### src/rtl/capture_seq_ctrl_if.sv
// Capture sequencer signal bundle: ADC/trigger/host inputs and frame-RAM write port.
// The sequencer uses the slave modport; the driving environment uses the master modport.
interface capture_seq_ctrl_if #(
  parameter int unsigned WIDTH  = 16,
  parameter int unsigned ADDR_W = 10
);
  logic signed [WIDTH-1:0]  adc_in;
  logic                     adc_valid;
  logic                     trig_in;
  logic                     arm;
  logic                     abort;
  logic        [ADDR_W-1:0] cap_len;
  logic                     done_ack;
  logic                     wr_en;
  logic        [ADDR_W-1:0] wr_addr;
  logic signed [WIDTH-1:0]  wr_data;
  logic                     busy;
  logic                     done;
  logic                     auto_trig;

  modport master (
    output adc_in, adc_valid, trig_in, arm, abort, cap_len, done_ack,
    input  wr_en, wr_addr, wr_data, busy, done, auto_trig
  );

  modport slave (
    input  adc_in, adc_valid, trig_in, arm, abort, cap_len, done_ack,
    output wr_en, wr_addr, wr_data, busy, done, auto_trig
  );
endinterface

### src/rtl/capture_seq_ctrl.sv
// One-shot ADC frame capture sequencer: arm, holdoff, trigger edge, write cap_len+1 samples.
// Define CAPTURE_AUTO_TRIG_EN to force a trigger after TIMEOUT cycles in WAIT_TRIG.
module capture_seq_ctrl #(
  parameter int unsigned WIDTH   = 16,
  parameter int unsigned ADDR_W  = 10,
  parameter int unsigned HOLDOFF = 6,
  parameter int unsigned TIMEOUT = 100000
) (
  input logic               clk,
  input logic               rst_n,
  capture_seq_ctrl_if.slave bus
);

  localparam int unsigned HoldW = (HOLDOFF > 0) ? $clog2(HOLDOFF + 1) : 1;

  if (TIMEOUT == 0) begin : g_bad_timeout
    $error("TIMEOUT must be at least 1");
  end

  typedef enum logic [2:0] {StIdle, StArm, StWaitTrig, StCapture, StDone} state_e;

  state_e                     state_q;
  logic                       trig_d;
  logic        [HoldW-1:0]    hold_cnt;
  logic        [ADDR_W-1:0]   cap_len_q;
  logic        [ADDR_W-1:0]   wr_cnt;
  logic                       wr_en_q;
  logic        [ADDR_W-1:0]   wr_addr_q;
  logic signed [WIDTH-1:0]    wr_data_q;
  logic                       busy_q;
  logic                       done_q;
  logic                       trig_edge;

  assign trig_edge = bus.trig_in & ~trig_d;

`ifdef CAPTURE_AUTO_TRIG_EN
  localparam int unsigned TimeW = (TIMEOUT > 1) ? $clog2(TIMEOUT) : 1;
  logic [TimeW-1:0] to_cnt;
  logic             auto_trig_q;
  assign bus.auto_trig = auto_trig_q;
`else
  assign bus.auto_trig = 1'b0;
`endif

  always_ff @(posedge clk or negedge rst_n) begin
    if (!rst_n) begin
      state_q     <= StIdle;
      trig_d      <= 1'b0;
      hold_cnt    <= '0;
      cap_len_q   <= '0;
      wr_cnt      <= '0;
      wr_en_q     <= 1'b0;
      wr_addr_q   <= '0;
      wr_data_q   <= '0;
      busy_q      <= 1'b0;
      done_q      <= 1'b0;
`ifdef CAPTURE_AUTO_TRIG_EN
      to_cnt      <= '0;
      auto_trig_q <= 1'b0;
`endif
    end else begin
      trig_d  <= bus.trig_in;
      wr_en_q <= 1'b0;
      if (bus.abort) begin
        // Abort wins over everything, including a simultaneous arm in IDLE.
        state_q <= StIdle;
        busy_q  <= 1'b0;
        done_q  <= 1'b0;
      end else begin
        unique case (state_q)
          StIdle: begin
            if (bus.arm) begin
              cap_len_q   <= bus.cap_len;
              hold_cnt    <= '0;
              busy_q      <= 1'b1;
              state_q     <= StArm;
`ifdef CAPTURE_AUTO_TRIG_EN
              auto_trig_q <= 1'b0;
`endif
            end
          end
          StArm: begin
            if (hold_cnt == HoldW'(HOLDOFF)) begin
              state_q <= StWaitTrig;
`ifdef CAPTURE_AUTO_TRIG_EN
              to_cnt  <= '0;
`endif
            end else if (bus.adc_valid) begin
              hold_cnt <= hold_cnt + 1'b1;
            end
          end
          StWaitTrig: begin
            if (trig_edge) begin
              state_q <= StCapture;
              wr_cnt  <= '0;
`ifdef CAPTURE_AUTO_TRIG_EN
            end else if (to_cnt == TimeW'(TIMEOUT - 1)) begin
              state_q     <= StCapture;
              wr_cnt      <= '0;
              auto_trig_q <= 1'b1;
            end else begin
              to_cnt <= to_cnt + 1'b1;
`endif
            end
          end
          StCapture: begin
            if (bus.adc_valid) begin
              wr_en_q   <= 1'b1;
              wr_addr_q <= wr_cnt;
              wr_data_q <= bus.adc_in;
              wr_cnt    <= wr_cnt + 1'b1;
              if (wr_cnt == cap_len_q) begin
                state_q <= StDone;
                busy_q  <= 1'b0;
                done_q  <= 1'b1;
              end
            end
          end
          StDone: begin
            if (bus.done_ack) begin
              state_q <= StIdle;
              done_q  <= 1'b0;
            end
          end
          default: state_q <= StIdle;
        endcase
      end
    end
  end

  assign bus.wr_en   = wr_en_q;
  assign bus.wr_addr = wr_addr_q;
  assign bus.wr_data = wr_data_q;
  assign bus.busy    = busy_q;
  assign bus.done    = done_q;

endmodule

### src/flat_wrapper.sv
// flat-port wrapper written by rule: the top's interface ports become plain ports
module capture_seq_ctrl_flat 
#(
  parameter int unsigned WIDTH   = 16,
  parameter int unsigned ADDR_W  = 10,
  parameter int unsigned HOLDOFF = 6,
  parameter int unsigned TIMEOUT = 100000
)
  (clk, rst_n, bus_adc_in, bus_adc_valid, bus_trig_in, bus_arm, bus_abort, bus_cap_len, bus_done_ack, bus_wr_en, bus_wr_addr, bus_wr_data, bus_busy, bus_done, bus_auto_trig);
  capture_seq_ctrl_if #(.WIDTH(WIDTH), .ADDR_W(ADDR_W)) bus_i ();
  input logic clk;
  input logic rst_n;
  input wire logic [$bits(bus_i.adc_in)-1:0] bus_adc_in;
  input wire logic [$bits(bus_i.adc_valid)-1:0] bus_adc_valid;
  input wire logic [$bits(bus_i.trig_in)-1:0] bus_trig_in;
  input wire logic [$bits(bus_i.arm)-1:0] bus_arm;
  input wire logic [$bits(bus_i.abort)-1:0] bus_abort;
  input wire logic [$bits(bus_i.cap_len)-1:0] bus_cap_len;
  input wire logic [$bits(bus_i.done_ack)-1:0] bus_done_ack;
  output wire logic [$bits(bus_i.wr_en)-1:0] bus_wr_en;
  output wire logic [$bits(bus_i.wr_addr)-1:0] bus_wr_addr;
  output wire logic [$bits(bus_i.wr_data)-1:0] bus_wr_data;
  output wire logic [$bits(bus_i.busy)-1:0] bus_busy;
  output wire logic [$bits(bus_i.done)-1:0] bus_done;
  output wire logic [$bits(bus_i.auto_trig)-1:0] bus_auto_trig;
  assign bus_i.adc_in = bus_adc_in;
  assign bus_i.adc_valid = bus_adc_valid;
  assign bus_i.trig_in = bus_trig_in;
  assign bus_i.arm = bus_arm;
  assign bus_i.abort = bus_abort;
  assign bus_i.cap_len = bus_cap_len;
  assign bus_i.done_ack = bus_done_ack;
  assign bus_wr_en = bus_i.wr_en;
  assign bus_wr_addr = bus_i.wr_addr;
  assign bus_wr_data = bus_i.wr_data;
  assign bus_busy = bus_i.busy;
  assign bus_done = bus_i.done;
  assign bus_auto_trig = bus_i.auto_trig;
  capture_seq_ctrl #(.WIDTH(WIDTH), .ADDR_W(ADDR_W), .HOLDOFF(HOLDOFF), .TIMEOUT(TIMEOUT)) u_core (.clk(clk), .rst_n(rst_n), .bus(bus_i));
endmodule
### config.mk
export PLATFORM = sky130hd
export DESIGN_NAME = capture_seq_ctrl_flat
export DESIGN_NICKNAME = d
export VERILOG_FILES = /design/src/rtl/capture_seq_ctrl_if.sv /design/src/rtl/capture_seq_ctrl.sv /design/src/flat_wrapper.sv
export SDC_FILE = /design/constraint.sdc
export NUM_CORES = 1
export LEC_CHECK = 0
export ABC_AREA = 1
export BUFFER_PORTS_ARGS = -buffer_cell sky130_fd_sc_hd__buf_2
export CORE_ASPECT_RATIO = 2
export CORE_MARGIN = 1.5
export CORE_UTILIZATION = 35
export CTS_BUF_LIST = sky130_fd_sc_hd__clkbuf_4
export CTS_CLUSTER_DIAMETER = 200
export CTS_CLUSTER_SIZE = 20
export DETAILED_ROUTE_END_ITERATION = 7
export GPL_TIMING_DRIVEN = 0
export HOLD_SLACK_MARGIN = 0.02
export PLACE_DENSITY = 0.57
export SKIP_LAST_GASP = 1
export SYNTH_ARGS = -nofsm -noshare
export SYNTH_HDL_FRONTEND = slang
export SYNTH_SLANG_ARGS = --single-unit
### constraint.sdc
create_clock -name clk -period 1.5 [get_ports clk]
set_clock_uncertainty 0.05 [all_clocks]
set_input_delay 0.15 -clock clk [delete_from_list [all_inputs] [get_ports clk]]
set_output_delay 0.15 -clock clk [all_outputs]
set_load 0.02 [all_outputs]
==> metrics.cfg <==
[setup_path]
max_stage_delay_ns = 0.51
cp.arrival_ns = 1.85
reg2reg_from = u_core.state_q[2]
crit_chain = nor2_4 > nand2_2 > a21oi_2 > nand2_2 > buf_6 > nor3_4 > nand2_1 > nand2_1 > nor2_1
reg2reg_to = u_core.wr_cnt[4]
reg2reg_depth = 9
cp.required_ns = 1.75
slowest_stage = dfrtp_2
worstSetupPathType = flop to flop
startpoint_type = flop
r2r_slack_ns = -0.1
crit_path_end_kind = flop
critPathMaxFanout = 5

[clock_tree]
cts_tree = yes
clkLatencyLatePin_ns = 0.39
clockBufferDepth = 2
path_clk_slew_ns = 0.15
cts_sinks = 56
cts_buffers = 5
root_buffer = clkbuf_4
htree_levels = 2

[grt]
grt_use_total = 0.170
grt_first_pass_wirelength_um = 11000
grt-ovfl-total = 0
antenna_found_initial = 0
grt_pass1_vias = 2364
grt_max_degree = 57

[floorplanning]
num_rows = 45
die_y_um = 127
start_util = 0.359
die_area_mm2 = 0.00825
core_mm2 = 0.00749
die_x_um = 65.0
ios = 63

[drt]
met2_length_um = 3570
routed_wl_um = 6930
vias_per_cell = 4.57
drtIter0Drc = 138
first_pass_iters = 4
ant_nets = 0
top_layer_used = met4
wl_per_cell_um = 12.4
drc = 0
route.vias.total = 2544
met3_length_um = 241
wl_met1_um = 3000

[logic_synthesis]
ys_ff_latch = 56
synth_top_cell_by_area = dfrtp_1
synth_top_cells_by_area = dfrtp_1, nand2_1, nand3_1, nor2_1, inv_1
ys_warn_count = 0
ys_seq_area_frac = 0.521
synth_nets = 373
synth_top_area_share = 0.521
syn_inst = 337
syn_area_mm2 = 0.00269
synth.distinct_cells = 28
syn_area_per_cell_um2 = 7.98

[pwr]
ir_drop_v = 0.000911
p_leak_nw = 2.12
p_per_area_mw_per_mm2 = 1520

[sta]
fin_crit_ns = 1.60
worstMarginPinSlew_ns = 0.713
fmax_mhz = 627
setup_violations = 20
slew_viol_final = 0
slew-limit-headroom = 0.525
layout_setup_ws_ns = -0.0958
hold_ws_ns = 0.0948
hold_viol_final = 0
min_period_over_period = 1.06
rsz0062_at_grt = true

[final_layout]
multi_input_area_mm2 = 0.00131
n_fill_cell = 688
stdcell_area_mm2 = 0.00405
fin_nets = 499
final_cells = 557
drive_above_1_share = 0.376
seqCellArea_mm2 = 0.00141
syn2layout_area_growth_pct = 50.5
antenna_cells = 0
final_util = 0.540

[hold_path]
min_to = u_core.state_q[2]
min_path_type = input pin to flop
worstHoldStart = bus_abort
holdPathStages = 4

[run]
drv_cap = 0

[placed_design]
io_buffers = 60
dpl_cell_area_mm2 = 0.00311
dp_hpwl_um = 4180
dp.cells = 491
globalplace.congestion = 0.783

[outcome]
violations = setup timing
status = complete, but fails checks

cell families after synthesis:
group | count (synthesis) | synth area share
adders and majority gates | 3 | 0.0140
AOI/OAI and AO/OA | 23 | 0.0475
and+or+nand+nor | 205 | 0.315
buffers and inverters | 39 | 0.0679
DFF | 56 | 0.521
other | 1 | 0.00139
xor gates and xnor gates | 10 | 0.0326
sequential cells by signal, summed over array words and instances, names as in the netlist:
name / flops
u_core.trig_d: 1
u_core.hold_cnt: 3
u_core.wr_cnt: 10
u_core.bus.wr_data: 16
u_core.cap_len_q: 10
u_core.bus.busy: 1
u_core.bus.done: 1
u_core.bus.wr_addr: 10
u_core.state_q: 3
u_core.bus.wr_en: 1
through the flow:
step	worst slack, ns	TNS, ns	power [W]
2_1_floorplan	0.0359	0	0.00381
3_3_place_gp	-0.172	-5.44	0.00442
3_5_place_dp	-0.174	-5.87	0.00445
4_1_cts	-0.0559	-0.641	0.00583
5_1_grt	-0.164	-3.77	0.00659
6_report	-0.0958	-0.967	0.00614
power breakdown:
| group | switching (W) | internal [W] |
|---|---|---|
| clock | 0.000482 | 0.000511 |
| sequential | 0.000397 | 0.00202 |
| combinational | 0.00156 | 0.00117 |
| total | 0.00244 | 0.00370 |
critical path: cells and delay by family, from the launching register on:
kind | cells | cell delay (ns)
simple gates | 7 | 0.64
flops | 1 | 0.51
buf+inv | 1 | 0.15
compound gates | 1 | 0.15
how the worst max path moves through the flow:
stage	start	slack, ns	endpoint	cells past startpoint
floorplan	u_core.state_q[2]	0.04	u_core.cap_len_q[2]	9
global placement	u_core.state_q[0]	-0.17	u_core.wr_cnt[2]	8
detailed placement	u_core.state_q[0]	-0.17	u_core.wr_cnt[2]	8
CTS	u_core.state_q[2]	-0.06	u_core.cap_len_q[8]	11
global route	u_core.state_q[2]	-0.16	u_core.wr_cnt[4]	9
finish	u_core.state_q[2]	-0.1	u_core.wr_cnt[4]	9
layout by cell type, fill, tap and decap left out, types with 4 or more instances in the layout:
cell type,Yosys,routed
nor3_1,9,5
nor2_4,0,4
nor2_1,24,16
dfrtp_2,0,7
nand3_2,1,4
nand2_4,0,7
buf_4,4,25
nand2_2,4,17
nor2_2,1,5
inv_1,22,17
clkbuf_4,0,5
buf_6,2,13
nand2_1,137,117
buf_2,5,60
dfrtp_1,56,49
o21ai_0,14,7
xor2_1,5,5
nand3_1,22,18
inv_4,0,5
o21ai_1,1,7
xnor2_1,5,5
dlygate4sd3_1,0,29
nand4_1,6,6
layer usage:
layer	vias to the layer above	GRT usage
met2	61	0.289
met3	9	0.0319
met4	0	0.0563
li1	1311	-
met5	-	0
met1	1163	0.216
cells in the mapped netlist, drive strengths merged:
library cell and instances:
nor2 25, nor3 10, dfrtp 56, o21a 1, o21ai 15, o21bai 1, a31oi 1, nand4 6
xor2 5, clkbuf 1, buf 11, nand2 141, inv 27, nand3 23, o31ai 1, ha 3
conb 1, a21oi 4, xnor2 5
final cells by class:
| cell class | instances | area share |
|---|---|---|
| plain buffers | 11 | 0.0275 |
| clock buffers | 5 | 0.00928 |
| multi-input cells | 242 | 0.323 |
| well taps | 94 | 0.0291 |
| clock inverters | 2 | 0.0148 |
| flip-flops and latches | 56 | 0.348 |
| inverters | 27 | 0.0312 |
| repair buffers | 120 | 0.217 |
what timing repair did:
item	4_1_cts	5_1_grt
gates resized for setup	36	73
hold endpoints to repair	84	56
endpoints found under the setup margin	54	54
buffers inserted	10	16
cloned	2	3
hold buffers	28	1
pin swaps	6	11
No activity file was read; power rests on OpenSTA's default activity.
